## src/rtl/display_pkg.sv

```systemverilog
// Shared encodings for the 4-digit multiplexed 7-segment bus (gfedcba, all active-low).
// Used by the display driver and the scan monitor.
package display_pkg;

  localparam logic [6:0] SEG_HEX_0 = 7'b1000000;
  localparam logic [6:0] SEG_HEX_1 = 7'b1111001;
  localparam logic [6:0] SEG_HEX_2 = 7'b0100100;
  localparam logic [6:0] SEG_HEX_3 = 7'b0110000;
  localparam logic [6:0] SEG_HEX_4 = 7'b0011001;
  localparam logic [6:0] SEG_HEX_5 = 7'b0010010;
  localparam logic [6:0] SEG_HEX_6 = 7'b0000010;
  localparam logic [6:0] SEG_HEX_7 = 7'b1111000;
  localparam logic [6:0] SEG_HEX_8 = 7'b0000000;
  localparam logic [6:0] SEG_HEX_9 = 7'b0010000;
  localparam logic [6:0] SEG_HEX_A = 7'b0001000;
  localparam logic [6:0] SEG_HEX_B = 7'b0000011;
  localparam logic [6:0] SEG_HEX_C = 7'b1000110;
  localparam logic [6:0] SEG_HEX_D = 7'b0100001;
  localparam logic [6:0] SEG_HEX_E = 7'b0000110;
  localparam logic [6:0] SEG_HEX_F = 7'b0001110;
  localparam logic [6:0] SEG_OFF   = 7'b1111111;

  localparam logic [3:0] AN_DIG0  = 4'b1110;
  localparam logic [3:0] AN_DIG1  = 4'b1101;
  localparam logic [3:0] AN_DIG2  = 4'b1011;
  localparam logic [3:0] AN_DIG3  = 4'b0111;
  localparam logic [3:0] AN_BLANK = 4'b1111;

  typedef struct packed {
    logic [15:0] dat;
    logic [1:0]  ptr;
    logic        ptr_vld;
    logic        seg_err;
  } frame_t;

endpackage

```

## src/rtl/display_scan_monitor_seg7_decode.sv

```systemverilog
// Combinational 7-segment (gfedcba, active-low) to hex nibble decoder.
// hit is low for any pattern outside the hex table; nibble is then 0.
module seg7_decode
  import display_pkg::*;
(
  input  logic [6:0] SEG,
  output logic [3:0] nibble,
  output logic       hit
);

  always_comb begin
    nibble = 4'h0;
    hit    = 1'b1;
    case (SEG)
      SEG_HEX_0: nibble = 4'h0;
      SEG_HEX_1: nibble = 4'h1;
      SEG_HEX_2: nibble = 4'h2;
      SEG_HEX_3: nibble = 4'h3;
      SEG_HEX_4: nibble = 4'h4;
      SEG_HEX_5: nibble = 4'h5;
      SEG_HEX_6: nibble = 4'h6;
      SEG_HEX_7: nibble = 4'h7;
      SEG_HEX_8: nibble = 4'h8;
      SEG_HEX_9: nibble = 4'h9;
      SEG_HEX_A: nibble = 4'hA;
      SEG_HEX_B: nibble = 4'hB;
      SEG_HEX_C: nibble = 4'hC;
      SEG_HEX_D: nibble = 4'hD;
      SEG_HEX_E: nibble = 4'hE;
      SEG_HEX_F: nibble = 4'hF;
      default:   hit    = 1'b0;
    endcase
  end

endmodule

```

## src/rtl/display_scan_monitor.sv

```systemverilog
// Decodes a scanned 4-digit 7-segment bus back into 16-bit frames with point position.
// Frame pulse arrives 1 + SETTLE + 1 cycles after the completing dwell starts at the pins.
module display_scan_monitor
  import display_pkg::*;
#(
  parameter int unsigned SETTLE = 2
) (
  input  logic        clk,
  input  logic        rst_n,
  input  logic [3:0]  AN,
  input  logic [6:0]  SEG,
  input  logic        seg_P,
  output logic [15:0] DAT,
  output logic [1:0]  PTR,
  output logic        frm_vld,
  output logic        ptr_vld,
  output logic        seg_err,
  output logic        an_err
);

  localparam logic [3:0] SETTLE_C = 4'(SETTLE);

  logic [3:0]      r_an_q;
  logic [3:0]      r_an_prev;
  logic [6:0]      r_seg_q;
  logic            r_p_q;
  logic [3:0]      r_cnt;
  logic [3:0][3:0] r_slot;
  logic [3:0]      r_seen;
  logic [3:0]      r_pt;
  logic            r_err_acc;

  logic [3:0]      w_nib;
  logic            w_hit;
  logic            w_stable;
  logic            w_sample;
  logic            w_onehot;
  logic [1:0]      w_idx;
  logic [3:0][3:0] w_slot_nxt;
  logic [3:0]      w_seen_nxt;
  logic [3:0]      w_pt_nxt;
  logic            w_err_nxt;
  logic            w_done;
  logic [1:0]      w_ptr;
  logic            w_one_pt;

  seg7_decode u_dec (
    .SEG    (r_seg_q),
    .nibble (w_nib),
    .hit    (w_hit)
  );

  // One sample per dwell: fires only on the cycle the counter would step onto SETTLE.
  assign w_stable = (r_an_q == r_an_prev);
  assign w_sample = w_stable && (r_cnt == SETTLE_C - 4'd1);

  always_comb begin
    w_onehot = 1'b1;
    w_idx    = 2'd0;
    case (r_an_q)
      AN_DIG0: w_idx = 2'd0;
      AN_DIG1: w_idx = 2'd1;
      AN_DIG2: w_idx = 2'd2;
      AN_DIG3: w_idx = 2'd3;
      default: w_onehot = 1'b0;
    endcase
  end

  always_comb begin
    w_slot_nxt = r_slot;
    w_seen_nxt = r_seen;
    w_pt_nxt   = r_pt;
    w_err_nxt  = r_err_acc;
    if (w_sample && w_onehot) begin
      w_slot_nxt[w_idx] = w_hit ? w_nib : 4'h0;
      w_seen_nxt[w_idx] = 1'b1;
      w_pt_nxt[w_idx]   = !r_p_q;
      if (!w_hit) begin
        w_err_nxt = 1'b1;
      end
    end
  end

  assign w_done   = w_sample && w_onehot && (w_seen_nxt == 4'b1111);
  assign w_one_pt = (w_pt_nxt != 4'd0) && ((w_pt_nxt & (w_pt_nxt - 4'd1)) == 4'd0);

  always_comb begin
    w_ptr = 2'd0;
    for (int i = 3; i >= 0; i--) begin
      if (w_pt_nxt[i]) begin
        w_ptr = 2'(i);
      end
    end
  end

  always_ff @(posedge clk) begin
    if (!rst_n) begin
      r_an_q    <= AN_BLANK;
      r_an_prev <= AN_BLANK;
      r_seg_q   <= SEG_OFF;
      r_p_q     <= 1'b1;
      r_cnt     <= 4'd0;
      r_slot    <= '0;
      r_seen    <= 4'd0;
      r_pt      <= 4'd0;
      r_err_acc <= 1'b0;
      DAT       <= 16'h0000;
      PTR       <= 2'd0;
      frm_vld   <= 1'b0;
      ptr_vld   <= 1'b0;
      seg_err   <= 1'b0;
      an_err    <= 1'b0;
    end else begin
      r_an_q    <= AN;
      r_an_prev <= r_an_q;
      r_seg_q   <= SEG;
      r_p_q     <= seg_P;
      if (!w_stable) begin
        r_cnt <= 4'd0;
      end else if (r_cnt < SETTLE_C) begin
        r_cnt <= r_cnt + 4'd1;
      end
      an_err  <= w_sample && !w_onehot;
      frm_vld <= w_done;
      r_slot  <= w_slot_nxt;
      if (w_done) begin
        DAT       <= w_slot_nxt;
        PTR       <= w_ptr;
        ptr_vld   <= w_one_pt;
        seg_err   <= w_err_nxt;
        r_seen    <= 4'd0;
        r_pt      <= 4'd0;
        r_err_acc <= 1'b0;
      end else begin
        r_seen    <= w_seen_nxt;
        r_pt      <= w_pt_nxt;
        r_err_acc <= w_err_nxt;
      end
    end
  end

endmodule

```

## config.mk

```make
export PLATFORM = sky130hd
export DESIGN_NAME = display_scan_monitor
export DESIGN_NICKNAME = d
export VERILOG_FILES = /design/src/rtl/display_pkg.sv /design/src/rtl/display_scan_monitor_seg7_decode.sv /design/src/rtl/display_scan_monitor.sv
export SDC_FILE = /design/constraint.sdc
export NUM_CORES = 1
export LEC_CHECK = 0
export CORE_AREA = 2 2 82 84
export DETAILED_ROUTE_END_ITERATION = 10
export DIE_AREA = 0 0 84 86
export GPL_ROUTABILITY_DRIVEN = 0
export PLACE_DENSITY_LB_ADDON = 0.12
export SLEW_MARGIN = 25
export SYNTH_ARGS = -nofsm -noshare
export SYNTH_HDL_FRONTEND = slang
export SYNTH_SLANG_ARGS = --single-unit
```

## constraint.sdc

```tcl
create_clock -name clk -period 3.3 [get_ports clk]
set_input_delay 0.33 -clock clk [delete_from_list [all_inputs] [get_ports clk]]
set_output_delay 0.33 -clock clk [all_outputs]
set_load 0.05 [all_outputs]
```

# Word-level counts from Yosys, hierarchy flattened
# Cells that the tools add are included.
dict set report totals {
  regBits 67
  inputBits 14
}
dict set report op_classes {
  n_mux 20
  reduce_logical 15
  eq_ne 22
  n_addsub 2
  order_cmp 3
  bitwise 3
}
# cell count
set ops {}
lappend ops {{$pmux 4 s15} 1}
lappend ops {{$eq 7x7->1 const B} 4}
lappend ops {{$eq 7x5->1 const B} 3}
lappend ops {{$eq 7x6->1 const B} 3}
lappend ops {{$bwmux 16} 1}
lappend ops {{$eq 4x4->1 const B} 4}
lappend ops {{$mux 16} 1}
lappend ops {{$mux 4} 4}
lappend ops {{$reduce_or 16->1} 1}
lappend ops {{$eq 7x2->1 const B} 2}
lappend ops {{$eq 7x4->1 const B} 2}
lappend ops {{$demux 4 s2} 1}
lappend ops {{$mux 2} 4}
lappend ops {{$eq 7x3->1 const B} 1}
lappend ops {{$logic_not 7->1} 1}
lappend ops {{$logic_and 1x1->1} 6}
lappend ops {{$pmux 2 s3} 1}
lappend ops {{$mux 1} 5}
lappend ops {{$add 4x1->4 const B} 1}
lappend ops {{$and 4x4->4} 1}
lappend ops {{$bwmux 4} 1}
lappend ops {{$eq 4x1->1 const B} 1}
lappend ops {{$eq 4x3->1 const B} 1}
lappend ops {{$eq 4x4->1} 1}
lappend ops {{13 further kinds} 14}

# Logic depth before layout (Yosys ltp)
dict set report depth {
  ltp_word 12
  mapped_depth 12
  depth_no_buf 9
}

# Cells and area by module
# From an unflattened synthesis, not the netlist that was laid out.
dict set report hier_totals {
  cells_unflattened 292
  area_unflattened_um2 2976.6
}
# mod area_each_um2 seq_area_each_um2 cells_per_inst n_inst
set by_module_without_submodules {}
lappend by_module_without_submodules {display_scan_monitor 2583.7 1341.3 229 1}
lappend by_module_without_submodules {seg7_decode 392.9 0.0 63 1}

# Least setup slack after synthesis
# OpenSTA, ideal clock, no wires.
dict set report synth_timing {
  path_kind {register -> register}
  startpoint {register r_cnt[1]}
  endpoint {register ptr_vld}
  synth_period_minus_slack_ps 2350
  slack_ps 950
  path_stages_with_launch 10
  t_arrival_ps 2263
  path_cell_list {dfxtp_1 inv_1 ha_1 or3b_1 buf_2 nor3_2 mux2_2 o21ai_0 a21oi_1 o31ai_1}
}
dict set report synth_via {
  elab_chain_cells 8
  word_cells_on_any_way 12
  cone_classes {add/sub (1); eq/ne (2); mux (2); bitwise (1); reduce/logical (6)}
}
# item line
set synth_rtl {}
lappend synth_rtl {{start: declaration} display_scan_monitor.sv:27} ;# logic [3:0] r_cnt;
lappend synth_rtl {{start signal: assignment} display_scan_monitor.sv:121} ;# r_cnt <= r_cnt + 4'd1;
lappend synth_rtl {{$eq 4x1->1 *} display_scan_monitor.sv:55} ;# assign w_sample = w_stable && (r_cnt == SETTLE_C - 4'd1);
lappend synth_rtl {{$logic_and 1x1->1 *} display_scan_monitor.sv:55}
lappend synth_rtl {{$logic_and 1x1->1 *} {display_scan_monitor.sv:74, display_scan_monitor.sv:84}}
lappend synth_rtl {{$mux 4} display_scan_monitor.sv:74} ;# if (w_sample && w_onehot) begin
lappend synth_rtl {{$sub 4x1->4} display_scan_monitor.sv:85} ;# assign w_one_pt = (w_pt_nxt != 4'd0) && ((w_pt_nxt & (w_pt_nxt - 4'd1)) == 4'd0);
lappend synth_rtl {{$and 4x4->4} display_scan_monitor.sv:85}
lappend synth_rtl {{$logic_not 4->1} display_scan_monitor.sv:85}
lappend synth_rtl {{$logic_and 1x1->1} display_scan_monitor.sv:85}
lappend synth_rtl {{end signal: assignment} display_scan_monitor.sv:129} ;# ptr_vld <= w_one_pt;
lappend synth_rtl {{end: declaration} display_scan_monitor.sv:16} ;# output logic ptr_vld,
# Mark *: on every way between the ends. The rest lies on a longest branch, timed or not.
# A chain may end at the register's enable or synchronous reset.

# Worst setup path after layout
dict set report layout_timing {
  startpoint {register r_an_q[3]}
  endpoint {register ptr_vld}
}
dict set report layout_via {
  elab_chain_cells 12
  word_cells_on_any_way 26
  cone_classes {add/sub (1); order compare (2); eq/ne (6); mux (7); bitwise (2); reduce/logical (8)}
}
# item line
set layout_rtl {}
lappend layout_rtl {{start: declaration} display_scan_monitor.sv:23} ;# logic [3:0] r_an_q;
lappend layout_rtl {{start signal: assignment} display_scan_monitor.sv:98} ;# r_an_q <= AN_BLANK;
lappend layout_rtl {{start signal: assignment} display_scan_monitor.sv:114} ;# r_an_q <= AN;
lappend layout_rtl {{$eq 4x3->1 or $eq 4x4->1 (tied branches)} display_scan_monitor.sv:60} ;# case (r_an_q)
lappend layout_rtl {{$pmux 2 s3} display_scan_monitor.sv:60}
lappend layout_rtl {{$lt 2x3->1 (not written as such) or $ge 2x1->1 (tied branches)} {display_scan_monitor.sv:76, display_scan_monitor.sv:77}}
lappend layout_rtl {{$logic_and 1x1->1 (not written as such)} {display_scan_monitor.sv:76, display_scan_monitor.sv:77}}
lappend layout_rtl {{$mux 1 (not written as such)} {display_scan_monitor.sv:76, display_scan_monitor.sv:77}}
lappend layout_rtl {{$demux 1 s2} {display_scan_monitor.sv:76, display_scan_monitor.sv:77}}
lappend layout_rtl {{$bwmux 4} display_scan_monitor.sv:77} ;# w_pt_nxt[w_idx] = !r_p_q;
lappend layout_rtl {{$mux 4} display_scan_monitor.sv:74}
lappend layout_rtl {{$sub 4x1->4} display_scan_monitor.sv:85}
lappend layout_rtl {{$and 4x4->4} display_scan_monitor.sv:85}
lappend layout_rtl {{$logic_not 4->1} display_scan_monitor.sv:85}
lappend layout_rtl {{$logic_and 1x1->1} display_scan_monitor.sv:85}
# Several ways; a longest one is shown, not always the timed one.

==> metrics.txt <==
Final Hold Viols=0; Post-DRT Antenna Nets=0; Req. time, crit path=3.55 ns; Mapped Cells=approximately 340; Setup crit start kind=flop; Nets=388; fillers=565; area of the core=6280 um^2; fraction of layout instances using a drive strength above 1=11.7%; warnings from Yosys=0; DR pass1 iterations=4; largest net degree at the start of global routing=29; Initial DRC Count=71; total CTS buffers=9; Hold Path Class=flop to flop; slowest CP cell=nor3_2; CP Cell Sequence=xnor2_1 > nand4_1 > nor3_2 > mux2i_1 > o211ai_1 > o211a_1 > o31ai_1; vias in the first global route=2455; CP Capture Type=flop; Async SR Flop Fraction=0%; via count=between 2000 and 2500; Layout Skew=0.00898 ns; RSZ-0062 raised after global routing=no; mux cell area share after synthesis=5.27%; largest family of logic cells by synthesized area=simple AND/OR/NAND/NOR gates; Final HPWL DP=4370 um; post-CTS sizing=0; clock root buffer=clkbuf_8; Max clock buf depth=2; leak pwr=around 1.3 nW; fmax=359 MHz; Worst-Margin Slew=0.593 ns; worst-skew pair later-pin latency=0.34 ns; Die Footprint=~7200 um^2; final critical-path required period=2.78 ns; Worst Reg2Reg Path Length in Cells=7; vias per cell=5.37; instance count on the critical path=7; Tot GR Track Use=19.0%; maximum VDD drop=~0.3 mV; # clock sinks=67; number of flops mapped to enable cells by yosys=0; die height=86 um; synthesized area per cell=between 8 and 9 um^2; H-tree levels=3; fin crit share=84.3%; cell area after synthesis=between 3000 and 4000 um^2; antenna fix cells=0; Rel. slew slack=between 60% and 70%; Final setup viols=0; drt total wl=6470 um; first-pass GRT wire length=11200 um; status=complete, no violations; Power Dens Cells=484 nW/um^2; part of the Yosys area used for sequential elements=43.8%; Setup Buffers After CTS=0; # Max-Cap Violations=0; Util after Layout=58.7%; Post-route DRC=0; initial antenna violation count=0; post-DR wirelength/cell=14.3 um; Post-CTS Hold Buffers=0; CTS tree=done; Hold Path Depth=2; Clock Pin Slew Worst Setup and Hold Paths=~0.08 ns; Die Wd=around 84 um; CP arrival=3.03 ns; Ports=36; Top FF cell, synth=dfxtp_1; critical path class=flop to flop; syn_nets=359; Synth cell types=57; post-synthesis adder-cell area fraction=0.817%; fin. max-slew vios=0; GR Overflow Total=0; row cnt=29; Max FO, Critical Path=11; CP bufs+invs=0; delay-heaviest family, CP=simple AND/OR/NAND/NOR gates; XOR/XNOR share of the synthesized area=2.21%; Setup TNS=0 ns; Port Buf Inserts=35; Synth Area in Compound Gates=about 14%; #FFs+latches synth=67; initial core utilization=48.8%; Layout area overhead=20.3%; Worst path max stage delay=0.61 ns; Simple-Gate Fraction of Synth Area=28.9%
[worst paths after layout]
| kind | startpoint | endpoint | slack, ns |
|---|---|---|---|
| worst max-delay path | r_an_q[3]$_SDFF_PN1_ | ptr_vld$_SDFFE_PN0P_ | 0.52 |
| worst min-delay path | DAT[14]$_SDFFE_PN0P_ | DAT[14]$_SDFFE_PN0P_ | 0.46 |
| worst max register to register | r_an_q[3]$_SDFF_PN1_ | ptr_vld$_SDFFE_PN0P_ | 0.52 |
| worst min register to register | DAT[14]$_SDFFE_PN0P_ | DAT[14]$_SDFFE_PN0P_ | 0.46 |
[final cells by class]
class                           instances  area [um^2]  area share [%]
Sequential cell                        67         1340            36.4
Clock inverter                          7          125            3.40
Tap cell                               77         96.3            2.62
Inverter                                5         18.8           0.510
Clock buffer                            9          124            3.36
Multi-Input combinational cell        247         1570            42.7
Timing Repair Buffer                   42          403            10.9
[cells in the final DEF, fill, tap and decap left out, drive strengths merged, types with 2 or more instances in the layout]
cell type,instances
a211oi,2
a21boi,15
a21oi,17
a31oi,3
a32oi,2
and2,18
and3,5
buf,7
bufinv,3
clkbuf,9
clkdlybuf4s50,35
clkinv,3
dfxtp,67
ha,2
inv,6
mux2,9
mux2i,6
nand2,39
nand2b,17
nand3,2
nand3b,4
nand4,4
nand4b,3
nor2,29
nor2b,7
nor3,10
nor3b,4
nor4,4
nor4bb,2
o211a,2
o211ai,4
o21ai,12
o21bai,2
o311ai,3
or3,2
or3b,2
xnor2,6
[through the flow]
stage / hold WS [ns] / instance area [um^2] / instances / power (mW) / setup slack, ns
floorplan: 0.431 / 3060 / 343 / 0.926 / 0.950
global placement: 0.441 / 3430 / 438 / 0.951 / 0.746
detailed placement: 0.449 / 3430 / 438 / 0.953 / 0.601
CTS: 0.463 / 3680 / 454 / 1.79 / 0.555
global route: 0.481 / 3680 / 454 / 1.84 / 0.269
finish: 0.459 / 3680 / 454 / 1.78 / 0.517
[cells by family after synthesis]
kind of cell | after synthesis
flops | 67
mux | 15
xor+xnor | 6
compound gates | 66
buf+inv | 29
fa+ha+maj | 2
simple gates | 158
[power breakdown]
part	internal, mW	switching (mW)
logic	0.0465	0.0438
clock network	0.508	0.337
registers	0.820	0.0251
[cell usage after synthesis (5+ instances only)]
cell       n  area share (%)
a21boi_0  12             2.9
a21oi_1   16             2.6
and2_1    17             3.5
and3_1     5             1.0
buf_2      6            0.98
clkbuf_1  13             1.6
dfxtp_1   67              44
inv_1      5            0.61
mux2_2     9             3.3
mux2i_1    6             2.0
nand2_1   38             4.7
nand2b_1  17             3.5
nor2_1    28             3.4
nor2b_1    7             1.4
nor3_1     8             1.3
o21ai_0    7             1.1
o21ai_1    5            0.82
[sequential cells by signal (all words and copies together), names as in the netlist, 2 cells and up]
register   count
r_slot        16
r_pt           4
r_an_prev      4
r_cnt          4
r_seen         4
r_an_q         4
PTR            2
DAT           16
r_seg_q        7
[tightest hold or removal path: cells and delay by family (launching register included)]
kind	cells	cell delay [ns]
flops	1	0.32
simple gates	1	0.05
compound gates	1	0.05
[metal layers]
| metal | wire, um | global-route usage, % | vias to the layer above |
|---|---|---|---|
| met5 | 0 | 0 | - |
| met4 | 133 | 9.09 | 0 |
| met3 | 205 | 3.75 | 13 |
| met2 | 3070 | 31.9 | 46 |
| met1 | 3060 | 23.5 | 1139 |
| li1 | - | - | 1241 |
(Power assumes the default switching activity.)
